===== config.mk =====
export PLATFORM = sky130hd
export DESIGN_NAME = seg7_scan_ctrl
export DESIGN_NICKNAME = d
export VERILOG_FILES = /design/src/rtl/seg7_scan_ctrl.sv
export SDC_FILE = /design/constraint.sdc
export NUM_CORES = 1
export LEC_CHECK = 0
export CAP_MARGIN = 30
export CORE_ASPECT_RATIO = 0.7
export CORE_MARGIN = 5
export CORE_UTILIZATION = 48
export DETAILED_ROUTE_END_ITERATION = 10
export GPL_ROUTABILITY_DRIVEN = 0
export PLACE_DENSITY = 0.72
export SETUP_SLACK_MARGIN = 0.02
export SLEW_MARGIN = 20
export SYNTH_ARGS = -nofsm -noshare
export SYNTH_HDL_FRONTEND = slang
export SYNTH_SLANG_ARGS = --single-unit
export TNS_END_PERCENT = 100

===== constraint.sdc =====
create_clock -name clk -period 2.6 [get_ports clk]
set_input_delay 0.52 -clock clk [delete_from_list [all_inputs] [get_ports clk]]
set_output_delay 0.52 -clock clk [all_outputs]
set_load 0.02 [all_outputs]

===== src/rtl/seg7_scan_ctrl.sv =====
// seg7_scan_ctrl: time-multiplexed scan controller for a common-anode
// multi-digit 7-segment display with frame-synchronous value updates.
//
// Parameters:
//   DIGITS       digits scanned (2..8)
//   CLK_DIV      clock cycles per digit slot (>= 4)
//   BLANK_CYCLES all-anodes-off guard at each slot start (1..CLK_DIV-2)
//
// Ports:
//   clk        system clock
//   rst        synchronous, active-high reset
//   load       one-cycle strobe capturing value_in / dp_in
//   value_in   BCD nibbles, digit k = value_in[4k+3:4k], digit 0 rightmost
//   dp_in      decimal point per digit, 1 = lit
//   busy       a loaded value is pending and not yet displayed
//   frame_done one-cycle pulse following the last slot of each scan
//   an         anode enables, active-low, at most one low
//   seg        segments a..g = seg[0]..seg[6], active-high
//   dp         decimal point of the active digit, active-high
//
// Optional build macro:
//   LEADING_ZERO_BLANK_EN  suppress segments of digits above the most
//                          significant nonzero nibble (digit 0 always shown)

module bcd_to_7seg (
  input  logic [3:0] bcd_i,
  output logic [6:0] seg_o
);

  // Segment order g f e d c b a; nibbles 10..15 stay dark.
  always_comb begin
    seg_o = 7'b0000000;
    unique case (bcd_i)
      4'd0:    seg_o = 7'b0111111;
      4'd1:    seg_o = 7'b0000110;
      4'd2:    seg_o = 7'b1011011;
      4'd3:    seg_o = 7'b1001111;
      4'd4:    seg_o = 7'b1100110;
      4'd5:    seg_o = 7'b1101101;
      4'd6:    seg_o = 7'b1111101;
      4'd7:    seg_o = 7'b0000111;
      4'd8:    seg_o = 7'b1111111;
      4'd9:    seg_o = 7'b1101111;
      default: seg_o = 7'b0000000;
    endcase
  end

endmodule

module seg7_scan_ctrl #(
  parameter int DIGITS       = 4,
  parameter int CLK_DIV      = 50000,
  parameter int BLANK_CYCLES = 2
) (
  input  logic                  clk,
  input  logic                  rst,
  input  logic                  load,
  input  logic [4*DIGITS-1:0]   value_in,
  input  logic [DIGITS-1:0]     dp_in,
  output logic                  busy,
  output logic                  frame_done,
  output logic [DIGITS-1:0]     an,
  output logic [6:0]            seg,
  output logic                  dp
);

  localparam int CW = $clog2(CLK_DIV);
  localparam int IW = $clog2(DIGITS);

  localparam logic [CW-1:0] CNT_LAST   = CW'(CLK_DIV - 1);
  localparam logic [CW-1:0] BLANK_LAST = CW'(BLANK_CYCLES - 1);
  localparam logic [IW-1:0] IDX_LAST   = IW'(DIGITS - 1);

  localparam logic [0:0] BLANK = 1'b0;
  localparam logic [0:0] SHOW  = 1'b1;

  logic [CW-1:0]       cnt_q, cnt_d;
  logic [IW-1:0]       idx_q, idx_d;
  logic [0:0]          state_q, state_d;
  logic [4*DIGITS-1:0] disp_q, disp_d;
  logic [DIGITS-1:0]   disp_dp_q, disp_dp_d;
  logic [4*DIGITS-1:0] pend_q, pend_d;
  logic [DIGITS-1:0]   pend_dp_q, pend_dp_d;
  logic                busy_q, busy_d;
  logic                frame_q, frame_d;
  logic [DIGITS-1:0]   an_q, an_d;
  logic [6:0]          seg_q, seg_d;
  logic                dp_q, dp_d;

  logic                slot_end;
  logic                boundary;
  logic [3:0]          nib;
  logic [6:0]          dec_seg;
  logic                lz_blank;

  bcd_to_7seg u_dec (
    .bcd_i (nib),
    .seg_o (dec_seg)
  );

  // Scan position and FSM.
  always_comb begin
    slot_end = (cnt_q == CNT_LAST);
    boundary = slot_end && (idx_q == IDX_LAST);
    cnt_d    = slot_end ? '0 : cnt_q + 1'b1;
    idx_d    = idx_q;
    if (slot_end) begin
      idx_d = (idx_q == IDX_LAST) ? '0 : idx_q + 1'b1;
    end
    state_d = state_q;
    if (cnt_q == BLANK_LAST) begin
      state_d = SHOW;
    end else if (slot_end) begin
      state_d = BLANK;
    end
  end

  // Pending/display registers: a load in the boundary cycle becomes
  // the new pending value while the old one is committed to disp.
  always_comb begin
    pend_d    = pend_q;
    pend_dp_d = pend_dp_q;
    disp_d    = disp_q;
    disp_dp_d = disp_dp_q;
    busy_d    = busy_q | load;
    frame_d   = boundary;
    if (load) begin
      pend_d    = value_in;
      pend_dp_d = dp_in;
    end
    if (boundary) begin
      if (busy_q) begin
        disp_d    = pend_q;
        disp_dp_d = pend_dp_q;
      end
      busy_d = load;
    end
  end

  // Outputs are computed from next-state so they line up with cnt.
  assign nib = disp_d[{idx_d, 2'b00} +: 4];

`ifdef LEADING_ZERO_BLANK_EN
  logic [IW-1:0] msnz;

  always_comb begin
    msnz = '0;
    for (int k = 0; k < DIGITS; k++) begin
      if (disp_d[4*k +: 4] != 4'd0) begin
        msnz = IW'(k);
      end
    end
    lz_blank = (idx_d > msnz);
  end
`else
  assign lz_blank = 1'b0;
`endif

  always_comb begin
    an_d  = '1;
    seg_d = '0;
    dp_d  = 1'b0;
    if (state_d == SHOW) begin
      an_d  = ~(DIGITS'(1) << idx_d);
      seg_d = lz_blank ? 7'b0000000 : dec_seg;
      dp_d  = disp_dp_d[idx_d];
    end
  end

  always_ff @(posedge clk) begin
    if (rst) begin
      cnt_q     <= '0;
      idx_q     <= '0;
      state_q   <= BLANK;
      disp_q    <= '0;
      disp_dp_q <= '0;
      pend_q    <= '0;
      pend_dp_q <= '0;
      busy_q    <= 1'b0;
      frame_q   <= 1'b0;
      an_q      <= '1;
      seg_q     <= '0;
      dp_q      <= 1'b0;
    end else begin
      cnt_q     <= cnt_d;
      idx_q     <= idx_d;
      state_q   <= state_d;
      disp_q    <= disp_d;
      disp_dp_q <= disp_dp_d;
      pend_q    <= pend_d;
      pend_dp_q <= pend_dp_d;
      busy_q    <= busy_d;
      frame_q   <= frame_d;
      an_q      <= an_d;
      seg_q     <= seg_d;
      dp_q      <= dp_d;
    end
  end

  assign busy       = busy_q;
  assign frame_done = frame_q;
  assign an         = an_q;
  assign seg        = seg_q;
  assign dp         = dp_q;

endmodule


After elaboration in Yosys (flattened, before gate mapping) --
Memories as Yosys holds them, arrays and structs flattened. A register that Yosys moved wholly into a read port is not among the register bits. Index checks and enable logic that the tools add are counted.
Operators by class: add/subtract/negate cells 2, $lt $le $gt $ge 1, equal/unequal tests 3, shift operators 2, multiplexer cells 11, bitwise logic cells 3, reductions and logical operators 3
Operator list (number):
- 16-bit 2-to-1 mux | 2
- 16-bit by 1-bit adder with 16-bit output (second input constant) | 1
- 16-bit by 1-bit == test with 1-bit output (second input constant) | 1
- 16-bit == test (second input constant) | 1
- 16-bit by 5-bit indexed part select with 4-bit output | 1
- 4-bit 2-to-1 mux | 2
- 1-bit 2-to-1 mux | 4
- 2-bit 2-to-1 mux | 2
- 4-bit NOT | 1
- 2-bit OR reduction | 2
- 1-bit by 2-bit left shift with 4-bit output (first input constant) | 1
- 2-bit by 3-bit less-than comparator with 1-bit output (second input constant) | 1
- 2-bit by 1-bit adder with 2-bit output (second input constant) | 1
- 1-bit binary-select mux with 2-bit select | 1
- 2-bit == test (second input constant) | 1
- 1-bit logical AND | 1
- 1-bit NOT | 1
- 1-bit bitwise OR | 1
Storage, ports and cells: register bits 66, ROM bits 112, bits of input ports 23, output and inout port bits 14, word-level logic and storage cells 37, memories kept 1
Memories:
- (no name shown) | depth 16, width 7, rd ports 1, clocked after Yosys merged registers in 1, write ports 0, line 33 | unique case (bcd_i)

Depth between registers and ports, before layout --
depth in word-level cells 5, gate-level depth with buffers 13, gate-level depth less buffers 11

Cells and area by module --
Synthesis repeated with hierarchy kept, for this count alone.
Second synthesis, totals: cells, all modules 346, area total of the unflattened synthesis 3198.1 µm²
Modules (own cells, without submodules):
- seg7_scan_ctrl | times used 1, cells each 320, area each 2996.6 µm², sequential area each 1461.4 µm²
- bcd_to_7seg | times used 1, cells each 26, area each 201.4 µm², sequential area each 0.0 µm²

Worst setup path after synthesis --
No wires, ideal clock.
path kind reg2reg, start register cnt_q[0], end register seg_q[1], in the netlist seg[1], setup time 119 ps, data arrival time 2619 ps, data required time 2481 ps, slack -139 ps, cell stages (with the launch flop) 12, buffers on the path 1, clock period less this slack 2739 ps, cells stage by stage dfxtp_1 > ha_1 > and4_1 > and4_1 > buf_6 > mux2i_1 > a211oi_1 > a21oi_1 > inv_1 > ha_1 > o21ai_0 > a21oi_1
Between the ends: longest elaborated chain between the ends 5, elaborated cells between the ends (all ways) 10, those cells by class eq/ne (2); shift (1); mux (4); bitwise (1); reduce/logical (2)
RTL lines:
- from (decl) | line 77 | logic [CW-1:0] cnt_q, cnt_d;
- from (signal assigned) | line 185 | cnt_q <= cnt_d;
- branches (longest 5 deep; another with 16-bit == test)
- to (decl) | line 87 | logic [6:0] seg_q, seg_d;
Several ways; the timed one is not identified. A chain may end at the register's enable or synchronous reset.

Worst setup path in the final report --
start register cnt_q[0], end register seg_q[0], in the netlist seg[0]
The elaborated chain is that of the path after synthesis.

==> results.ini <==
[outcome]
status=completed

[sta]
setup_viol_count_final=0
fmax_mhz=394
setup_tns_ns=0
drv_slew=0
final-hold-violation-count=0
rsz0062_at_grt=true
tightest_slew_ns=0.459
worst_hold_slack_ns=0.454
finClkSkew_ns=0.00954
finalCritPeriodShare=0.977
slew_headroom=0.694
period_minus_slack_ns=2.54

[route]
drt_first_pass_iters=4
wl_um=7290
drtAntennaViolNets=0
first_iter_violations=152
vias=2706
post_drt_wl_per_cell_um=14.0
remaining_drc_errors=0
vias_per_cell=5.18

[floorplanning]
start_util=0.494
die_w_um=109
die_h_um=79.6
core_area_mm2=0.00673
io_pins=37
die_area_mm2=0.00871
fp-row-count=25

[setup_path]
r2r_start=cnt_q[0]
crit_path_start_kind=flop
cp_cell_sequence=ha_1, and4_4, and4_4, nor3_1, or4_1, o22a_2, buf_4, ha_1, o32ai_2
worst_setup_path_end_kind=flop
path_class=flop to flop
r2r_slack_ns=0.06
cp_max_fo=5
required_ns=2.86
rr_worst_depth=9
regToRegEndpoint=seg[0]
crit_buf_inv=1
crit_slowest_cell=or4_1
critPathTopFamily=simple AND/OR/NAND/NOR gates
crit_arrival_ns=2.80
max_stage_delay_ns=0.54

[global_route]
grt_use_total=0.183
globalRouteOverflowTotal=0
grt_pass1_vias=2551
grt_first_pass_wirelength_um=12300
grt_max_degree=26
grt_antenna_before_repair=0

[pwr]
peakVddDrop_v=0.000333
p_per_area_mw_per_mm2=550
cellLeakagePower_nw=1.72

[clock_network]
clock_sinks=73
h-tree-depth=3
tritoncts=done
clk_pin_slew_ns=0.08
cts-root-buf=clkbuf_8
ctsHoldBuffers=0
worstSkewPairLatency_ns=0.35
cts.path.max_buffers=2
cts_buffers=9

[layout]
layout-drive-gt1-share=0.175
fillers=557
fin_cells=522
seq_area_mm2=0.00147
diodes=0
final_core_util=0.625
syn_to_final_growth_pct=26.6
fin_area_mm2=0.00420
multiInputGateArea_mm2=0.00174
fin_nets=455

[job]
cap_violations=0

[synthesis]
synth-edff-count=0
syn-num-nets=395
synth_area_mm2=0.00332
ys_seq_area_frac=0.440
synth_area_per_cell_um2=9.14
synth-seq-cells=73
synth_cell_types=48
ys.flop_type=dfxtp_1
ys.warnings.count=0
syn_inst=363
synthArstFlopShare=0

[hold_path]
hold_path_end=disp_q[6]
hold_depth=2
hold_class=flop to flop
min-delay-start=pend_q[6]

[placed_design]
dp_cells=503
placed_area_mm2=0.00391
dp_hpwl_um=5260
port_buffers=36

cells in the mapped netlist (2+ instances only):
library cell	count	area, um2
dfxtp_1	73	1460
nor2_1	60	225
nand2_1	44	165
mux2i_1	40	400
a21oi_1	23	115
nor3_1	11	55.1
clkbuf_1	9	33.8
ha_1	9	113
inv_1	8	30.0
nand3_1	7	35.0
xnor2_1	7	61.3
xor2_1	7	61.3
buf_6	5	56.3
o32ai_1	5	43.8
and3_1	4	25.0
buf_1	4	15.0
nand4_1	4	25.0
o21ai_0	4	20.0
buf_2	3	15.0
or3_1	3	18.8
a211oi_1	2	15.0
and4_1	2	17.5
clkbuf_8	2	27.5
nand3b_1	2	15.0
nor2b_1	2	12.5
power by group:
part           leakage, nW  internal (mW)  switching, mW
Sequential           0.597           1.16         0.0218
Clock                0.106          0.535          0.418
Combinational         1.01         0.0959         0.0825
Total                 1.72           1.79          0.522
worst register-to-register path: stages, from the launching register on:
cell	delay, ns
dfxtp_2	0.33
ha_1	0.17
and4_4	0.22
and4_4	0.26
nor3_1	0.04
or4_1	0.54
o22a_2	0.29
buf_4	0.16
ha_1	0.18
o32ai_2	0.27
worst max path at each step:
stage / startpoint / to / slack [ns] / cells after the start
6_report: cnt_q[0] / seg[0] / 0.06 / 9
4_1_cts: cnt_q[1] / seg[0] / 0.03 / 9
3_5_place_dp: cnt_q[1] / seg[5] / -0.06 / 9
5_1_grt: cnt_q[1] / seg[0] / -0.04 / 9
2_1_floorplan: cnt_q[0] / seg[1] / 0.02 / 11
3_3_place_gp: cnt_q[1] / seg[0] / 0.10 / 9
flip-flops by register name (all words and copies together) (netlist names):
signal      flops
seg             7
pend_dp_q       4
busy            1
cnt_q          16
dp              1
disp_q         16
an              4
state_q         1
idx_q           2
frame_done      1
disp_dp_q       4
pend_q         16
layout by cell type (no fill, tap or decap), types with 2 or more instances in the layout:
cell | synthesis | final
inv_1 | 8 | 7
a211oi_1 | 2 | 2
xor2_1 | 7 | 7
mux2i_4 | 1 | 2
nor2_1 | 60 | 60
ha_1 | 9 | 9
dfxtp_1 | 73 | 69
xnor2_1 | 7 | 7
o21ai_0 | 4 | 4
or3_1 | 3 | 3
and3_1 | 4 | 4
clkbuf_8 | 2 | 9
nand3b_1 | 2 | 2
clkinv_2 | 0 | 3
buf_4 | 0 | 35
dfxtp_2 | 0 | 4
o32ai_2 | 0 | 3
nand4_1 | 4 | 4
nand2_1 | 44 | 44
clkdlybuf4s50_1 | 0 | 36
nand3_1 | 7 | 7
bufinv_16 | 0 | 2
and4_4 | 1 | 3
mux2i_1 | 40 | 39
nor2b_1 | 2 | 2
o32ai_1 | 5 | 2
nor3_1 | 11 | 10
a21oi_1 | 23 | 22
through the flow:
step	total power, mW	worst slack (ns)
floorplan	1.29	0.0207
global route	2.40	-0.0445
global placement	1.37	0.101
CTS	2.33	0.0252
finish	2.31	0.0598
detailed placement	1.38	-0.0578
layer usage:
layer | track usage | wire, um
met5 | 0 | 0
met2 | 0.273 | 3130
met4 | 0.0735 | 127
met1 | 0.243 | 3540
met3 | 0.0606 | 485
kinds of logic after synthesis:
| logic type | count (synthesis) | synth area share |
|---|---|---|
| muxes | 42 | 0.134 |
| and+or+nand+nor | 148 | 0.205 |
| DFF | 73 | 0.440 |
| xor gates and xnor gates | 14 | 0.0369 |
| buffers and inverters | 31 | 0.0535 |
| AOI/OAI and AO/OA | 46 | 0.0957 |
| adders and majority gates | 9 | 0.0339 |
what timing repair did:
item,4_1_cts,5_1_grt
setup buffers,0,3
resized for setup,4,15
endpoints found under the setup margin,7,7
pin swaps,3,3
area by class of cell:
cell class,instances,share of cell area
clock buffers,10,0.0304
inverters,8,0.00714
well taps,94,0.0280
clock inverters,6,0.0196
repair buffers,72,0.151
multi-input cells,259,0.415
flip-flops and latches,73,0.349
Note: power is estimated with default switching activity, not from simulation.
